File: src/rtl/osd_spi_master.sv
// SPI sequencer that drives the OSD command port (SCK/SS3/DI) from core logic.
// Sends one command byte, plus 256 fetched payload bytes for a line write, MSB first.
module osd_spi_master #(
    parameter int CLK_DIV = 4
) (
    input  logic       clk_sys,
    input  logic       reset,
    input  logic       cmd_valid,
    output logic       cmd_ready,
    input  logic [1:0] cmd_op,
    input  logic [2:0] cmd_line,
    output logic [7:0] rd_addr,
    input  logic [7:0] rd_data,
    output logic       busy,
    output logic       SPI_SCK,
    output logic       SPI_SS3,
    output logic       SPI_DI
);
    localparam logic [2:0] S_IDLE  = 3'd0;
    localparam logic [2:0] S_SETUP = 3'd1;
    localparam logic [2:0] S_LO    = 3'd2;
    localparam logic [2:0] S_HI    = 3'd3;
    localparam logic [2:0] S_TAIL  = 3'd4;
    localparam logic [2:0] S_HOLD  = 3'd5;

    localparam logic [1:0] OP_WRITE = 2'd0;
    localparam logic [1:0] OP_EN    = 2'd1;
    localparam logic [1:0] OP_NOP   = 2'd3;

    localparam logic [7:0] DIV_LAST = 8'(CLK_DIV - 1);

    logic [2:0] state_q, state_d;
    logic [7:0] div_q, div_d;
    logic [2:0] bit_q, bit_d;
    logic [8:0] byte_q, byte_d;
    logic [7:0] sh_q, sh_d;
    logic [1:0] op_q, op_d;
    logic [7:0] addr_q, addr_d;
    logic       sck_q, sck_d;
    logic       ss3_q, ss3_d;
    logic       di_q, di_d;
    logic       rdy_q, rdy_d;
    logic       hold2_q, hold2_d;

    logic       tick;
    logic [8:0] frame_end;
    logic [7:0] cmd_byte;

    assign tick      = (div_q == 8'd0);
    assign frame_end = (op_q == OP_WRITE) ? 9'd256 : 9'd0;

    always_comb begin
        cmd_byte = 8'h40;
        if (cmd_op == OP_WRITE)   cmd_byte = 8'h20 | {5'd0, cmd_line};
        else if (cmd_op == OP_EN) cmd_byte = 8'h41;
    end

    always_comb begin
        state_d = state_q;
        div_d   = tick ? div_q : div_q - 8'd1;
        bit_d   = bit_q;
        byte_d  = byte_q;
        sh_d    = sh_q;
        op_d    = op_q;
        addr_d  = addr_q;
        sck_d   = sck_q;
        ss3_d   = ss3_q;
        di_d    = di_q;
        rdy_d   = rdy_q;
        hold2_d = hold2_q;
        case (state_q)
            S_IDLE: begin
                // No-op is handshaken but leaves the block idle
                if (cmd_valid && cmd_op != OP_NOP) begin
                    state_d = S_SETUP;
                    op_d    = cmd_op;
                    div_d   = DIV_LAST;
                    rdy_d   = 1'b0;
                    ss3_d   = 1'b0;
                    sck_d   = 1'b0;
                    bit_d   = 3'd0;
                    byte_d  = 9'd0;
                    sh_d    = cmd_byte;
                    di_d    = cmd_byte[7];
                    if (cmd_op == OP_WRITE) addr_d = 8'd0;
                end
            end
            S_SETUP: if (tick) begin
                state_d = S_HI;
                sck_d   = 1'b1;
                div_d   = DIV_LAST;
            end
            S_HI: if (tick) begin
                state_d = S_LO;
                sck_d   = 1'b0;
                div_d   = DIV_LAST;
                if (bit_q == 3'd7) begin
                    bit_d  = 3'd0;
                    byte_d = byte_q + 9'd1;
                    if (byte_q == frame_end) begin
                        di_d = 1'b0;
                    end else begin
                        // rd_data has settled since the previous load bumped rd_addr
                        sh_d   = rd_data;
                        di_d   = rd_data[7];
                        addr_d = addr_q + 8'd1;
                    end
                end else begin
                    bit_d = bit_q + 3'd1;
                    sh_d  = {sh_q[6:0], 1'b0};
                    di_d  = sh_q[6];
                end
            end
            S_LO: if (tick) begin
                div_d = DIV_LAST;
                if (byte_q > frame_end) begin
                    state_d = S_TAIL;
                end else begin
                    state_d = S_HI;
                    sck_d   = 1'b1;
                end
            end
            S_TAIL: if (tick) begin
                state_d = S_HOLD;
                ss3_d   = 1'b1;
                di_d    = 1'b0;
                hold2_d = 1'b0;
                div_d   = DIV_LAST;
            end
            S_HOLD: if (tick) begin
                // Two divider periods with SS3 high so the OSD resets its counters
                if (!hold2_q) begin
                    hold2_d = 1'b1;
                    div_d   = DIV_LAST;
                end else begin
                    state_d = S_IDLE;
                    rdy_d   = 1'b1;
                end
            end
            default: begin
                state_d = S_IDLE;
                rdy_d   = 1'b1;
                ss3_d   = 1'b1;
                sck_d   = 1'b0;
                di_d    = 1'b0;
            end
        endcase
    end

    always_ff @(posedge clk_sys or posedge reset) begin
        if (reset) begin
            state_q <= S_IDLE;
            div_q   <= 8'd0;
            bit_q   <= 3'd0;
            byte_q  <= 9'd0;
            sh_q    <= 8'd0;
            op_q    <= 2'd0;
            addr_q  <= 8'd0;
            sck_q   <= 1'b0;
            ss3_q   <= 1'b1;
            di_q    <= 1'b0;
            rdy_q   <= 1'b1;
            hold2_q <= 1'b0;
        end else begin
            state_q <= state_d;
            div_q   <= div_d;
            bit_q   <= bit_d;
            byte_q  <= byte_d;
            sh_q    <= sh_d;
            op_q    <= op_d;
            addr_q  <= addr_d;
            sck_q   <= sck_d;
            ss3_q   <= ss3_d;
            di_q    <= di_d;
            rdy_q   <= rdy_d;
            hold2_q <= hold2_d;
        end
    end

    assign cmd_ready = rdy_q;
    assign busy      = !rdy_q;
    assign rd_addr   = addr_q;
    assign SPI_SCK   = sck_q;
    assign SPI_SS3   = ss3_q;
    assign SPI_DI    = di_q;
endmodule

File: config.mk
export PLATFORM = sky130hd
export DESIGN_NAME = osd_spi_master
export DESIGN_NICKNAME = d
export VERILOG_FILES = /design/src/rtl/osd_spi_master.sv
export SDC_FILE = /design/constraint.sdc
export NUM_CORES = 1
export LEC_CHECK = 0
export CAP_MARGIN = 25
export CORE_ASPECT_RATIO = 1.75
export CORE_UTILIZATION = 33
export DETAILED_ROUTE_END_ITERATION = 10
export PLACE_DENSITY = 0.62
export SLEW_MARGIN = 20
export SYNTH_ARGS = -nofsm -noshare
export SYNTH_HDL_FRONTEND = slang
export SYNTH_SLANG_ARGS = --single-unit
File: constraint.sdc
create_clock -name clk_sys -period 2.9 [get_ports clk_sys]
set_input_delay 0.29 -clock clk_sys [delete_from_list [all_inputs] [get_ports clk_sys]]
set_output_delay 0.29 -clock clk_sys [all_outputs]
set_load 0.03 [all_outputs]
# Word-level counts from Yosys, hierarchy flattened
# Index checks and enable logic that the tools add are counted.
# totals
regBits,45
input_bits,16
output_inout_bits,13
word_cells,118
# op_classes
addsub,4
magnitude_cmp,1
eq_ne,21
mux,53
n_bitwise,4
n_reduce_logical,23
# op_table
operator,count
$mux W8,10
$mux W9,4
$mux W7,5
$mux W3,11
$ne A2 B2 Y1 const B,12
$pmux W8 S3,1
$pmux W3 S6,1
$pmux W9 S2,1
$pmux W8 S2,1
$reduce_and A4 Y1,4
$pmux W7 S2,1
$mux W1,12
$reduce_and A6 Y1,2
$add A9 B1 Y9 const B,1
$eq A3 B3 Y1 const B,3
$eq A9 B9 Y1,1
$gt A9 B9 Y1,1
$reduce_and A3 Y1,3
$add A8 B1 Y8 const B,1
$logic_not A8 Y1,1
$reduce_or A4 Y1,2
$sub A8 B1 Y8 const B,1
$reduce_and A7 Y1,1
$eq A3 B2 Y1 const B,2
other kinds (18),24

# Logic depth before layout (Yosys ltp)
# logic_depth
depth_word,7
mapped_depth,10

# Worst setup path after synthesis
# OpenSTA, ideal clock, no wires.
# synth_timing
path_type,reg2reg
from,register div_q[0]
to,register div_q[0]
t_arrival_ns,2.509
required_time_ns,2.773
path_slack_ns,0.264
stages_incl_launch_ff,11
path_buffers,1
cell_sequence,dfrtp_1 -> inv_1 -> ha_1 -> or4b_4 -> nor2_4 -> inv_1 -> buf_2 -> ha_1 -> or4_1 -> a21oi_1 -> o21ai_0
# synth_between
elab_chain_cells,5
# synth_rtl
element,line,text
start: declaration,33,"logic [7:0] div_q, div_d;"
start signal: assignment,166,div_q <= div_d;
$sub A8 B1 Y8 or $logic_not A8 Y1 (tied branches),"60, 49",
$mux W8,60,div_d = tick ? div_q : div_q - 8'd1;
$mux W8,132,if (!hold2_q) begin
$mux W8,130,S_HOLD: if (tick) begin
$pmux W8 S3 (*),71,case (state_q)
named net div_d[0],33,
# The timed path passes the listed nets; every way through them passes the cells marked *.
# A chain may end at the register's enable or synchronous reset.

# Worst setup path after layout
# Same ends and word-level chain as after synthesis.

==> results.json <==
{
  "status": "finished clean",
  "die_y_um": 120,
  "synth_edf_count": 0,
  "overflow": 0,
  "synthesis.area_um2": 2630,
  "grt_pass1_vias": 2093,
  "io_pins": 29,
  "dieWidth_um": 69.5,
  "antenna_found_initial": 0,
  "stdcell_area_um2": 3160,
  "cts_setup_buffers": 0,
  "wl_um": 6060,
  "clk_latency_ns": 0.29,
  "track_usage_pct": 15.6,
  "max_clock_freq_ghz": 0.372,
  "relSlewSlack_pct": 61.3,
  "slowest_delay_ns": 0.53,
  "cp.required_ns": 3.07,
  "portBuffers": 28,
  "vias": 2174,
  "power_density_nw_per_um2": 392,
  "critPathKind": "register to register",
  "crit_family": "simple AND/OR/NAND/NOR gates",
  "p_leak_nw": 1.29,
  "initial_utilization_pct": 34.5,
  "cts.sinks": 45,
  "finalHoldViolCount": 0,
  "hpwl_um": 4420,
  "drive_gt1_share_pct": 13.2,
  "rows": 42,
  "period_share_pct": 92.8,
  "syn_avg_cell_area_um2": 9.66,
  "grt_max_degree": 46,
  "die-area_um2": 8340,
  "dpl_cell_area_um2": 3020,
  "worst_pin_slew_ns": 0.581,
  "synthMostInstantiatedCell": "dfrtp_1",
  "diodes": 0,
  "post_drt_via_cell_ratio": 5.57,
  "ys_types": 60,
  "synthCells": 272,
  "setup_violations": 0,
  "crit_slowest_cell": "or4b_4",
  "synth.top_cell.area_share_pct": 41.0,
  "drv_cap": 0,
  "slew_violations": 0,
  "fin_crit_ns": 2.69,
  "synth.area.top_cells": "dfrtp_1 41%, mux2_2 5.1%, o21ai_0 4.2%",
  "worstPathArrival_ns": 2.86,
  "worstHoldPathType": "primary input to asynchronous set/reset pin",
  "irDropWorstVdd_mv": 0.345,
  "area_growth_pct": 20.3,
  "rr_endpoint": "div_q[0]$_DFF_PP0_",
  "drt_iter0_markers": 63,
  "ant_nets": 0,
  "startpoint_type": "register",
  "synth_fp_nets": 296,
  "setup_tns_ns": 0,
  "ys.flop_type": "dfrtp_1",
  "cp.buffers_inverters": 2,
  "grt_setup_unrepaired": "no",
  "grt_pass1_wl_um": 10300,
  "ff2ff_path_depth": 9,
  "cts_root_buf": "clkbuf_16",
  "drc": 0,
  "synth-seq-cells": 45,
  "clk_pin_slew_worst_paths_ns": 0.06,
  "critPathCaptureType": "register",
  "nets": 325,
  "cts_resized": 0,
  "coreArea_um2": 7620,
  "finalPower_mw": 1.24,
  "r2r_slack_ns": 0.21,
  "synthTopCellsByCount": "43 x dfrtp_1, 27 x nor2_1, 22 x o21ai_0",
  "numCtsBuffers": 5,
  "cts_tree": "done",
  "fin_skew_ns": 0.00637,
  "htreeDepth": 2,
  "crit_fanout": 6,
  "yosysSeqAreaShare_pct": 43.0,
  "reg2reg_from": "div_q[0]$_DFF_PP0_",
  "wl_per_cell_um": 15.5,
  "place.gp.congestion": 0.843,
  "firstDrtPassIters": 4,
  "holdBufCountCts": 0,
  "ys_async_sr_fraction_pct": 100,
  "cts_buffer_depth": 2,
  "synth_largest_area_cell": "dfrtp_1",
  "yosys_warnings": 0,
  "worstPathCellList": "inv_1, ha_1, or4b_4, nor2_4, inv_1, ha_1, or4_1, a21oi_1, o21ai_0"
}
-- flip-flops by register name, indices dropped and copies added (netlist names) --
| signal | cells |
|---|---|
| hold2_q | 1 |
| rd_addr | 8 |
| cmd_ready | 1 |
| SPI_DI | 1 |
| div_q | 8 |
| SPI_SCK | 1 |
| sh_q | 7 |
| byte_q | 9 |
| state_q | 3 |
| bit_q | 3 |
| op_q | 2 |
| SPI_SS3 | 1 |
-- per-layer routing --
layer / global-route usage (%) / vias to the layer above / share of wire (%)
met3: 2.10 / 17 / 2.1
met5: 0 / - / 0
li1: - / 1064 / -
met4: 9.06 / 0 / 3.8
met2: 27.9 / 36 / 54
met1: 17.3 / 1057 / 40
-- logic make-up after synthesis --
| group | after synthesis | synth area share, % |
|---|---|---|
| and+or+nand+nor | 96 | 20.1 |
| muxes | 19 | 7.81 |
| xor gates and xnor gates | 7 | 2.33 |
| adders and majority gates | 8 | 3.81 |
| buffers and inverters | 26 | 4.38 |
| AOI/OAI and AO/OA | 71 | 18.6 |
| DFF | 45 | 43.0 |
-- worst min-delay path, stage by stage --
cell and delay [ns]:
clkdlybuf4s50_1 0.40, clkinv_1 0.04, buf_4 0.47
-- final cells by class --
cell class | instances | area [um^2]
fill | 740 | 4460
multi-input combinational | 201 | 1380
sequential | 45 | 1130
timing repair buffer | 38 | 355
clock buffer | 8 | 146
tap | 88 | 110
inverter | 10 | 37.5
-- report_power, final --
part | switching, mW | leakage, nW | internal (mW)
registers | 0 | 0.597 | 0.628
clock network | 0.225 | 0.0712 | 0.344
logic | 0.0212 | 0.625 | 0.0214
total | 0.247 | 1.29 | 0.993
-- through the flow --
stage	util [%]	hold slack, ns	std cells	setup WS, ns
global placement	39.6	0.481	382	0.320
finish	41.5	0.458	390	0.209
detailed placement	39.6	0.492	382	0.215
floorplan	-	0.442	272	0.264
CTS	41.5	0.484	390	0.210
global route	41.5	0.520	390	0.0895
-- worst max path at each step --
stage,start,endpoint,slack (ns),depth (start not counted)
after floorplan,div_q[0]$_DFF_PP0_,div_q[0]$_DFF_PP0_,0.26,10
after CTS,div_q[0]$_DFF_PP0_,div_q[0]$_DFF_PP0_,0.21,9
final,div_q[0]$_DFF_PP0_,div_q[0]$_DFF_PP0_,0.21,9
after global placement,div_q[0]$_DFF_PP0_,div_q[0]$_DFF_PP0_,0.32,9
after global routing,div_q[0]$_DFF_PP0_,div_q[0]$_DFF_PP0_,0.09,9
after detailed placement,div_q[0]$_DFF_PP0_,div_q[0]$_DFF_PP0_,0.21,9
-- cell usage in the layout, fill, tap and decap left out, types with 7 or more instances in the layout --
| cell | synthesis | final |
|---|---|---|
| nand2_1 | 12 | 12 |
| nand3_1 | 10 | 10 |
| buf_4 | 4 | 10 |
| o21ai_0 | 22 | 22 |
| mux2i_1 | 7 | 7 |
| clkdlybuf4s50_1 | 0 | 28 |
| nor3_1 | 9 | 9 |
| mux2_2 | 12 | 12 |
| dfrtp_1 | 43 | 43 |
| inv_1 | 10 | 9 |
| nor2_1 | 27 | 27 |
| a21oi_1 | 17 | 17 |
| ha_1 | 8 | 8 |
(Power assumes the default switching activity.)
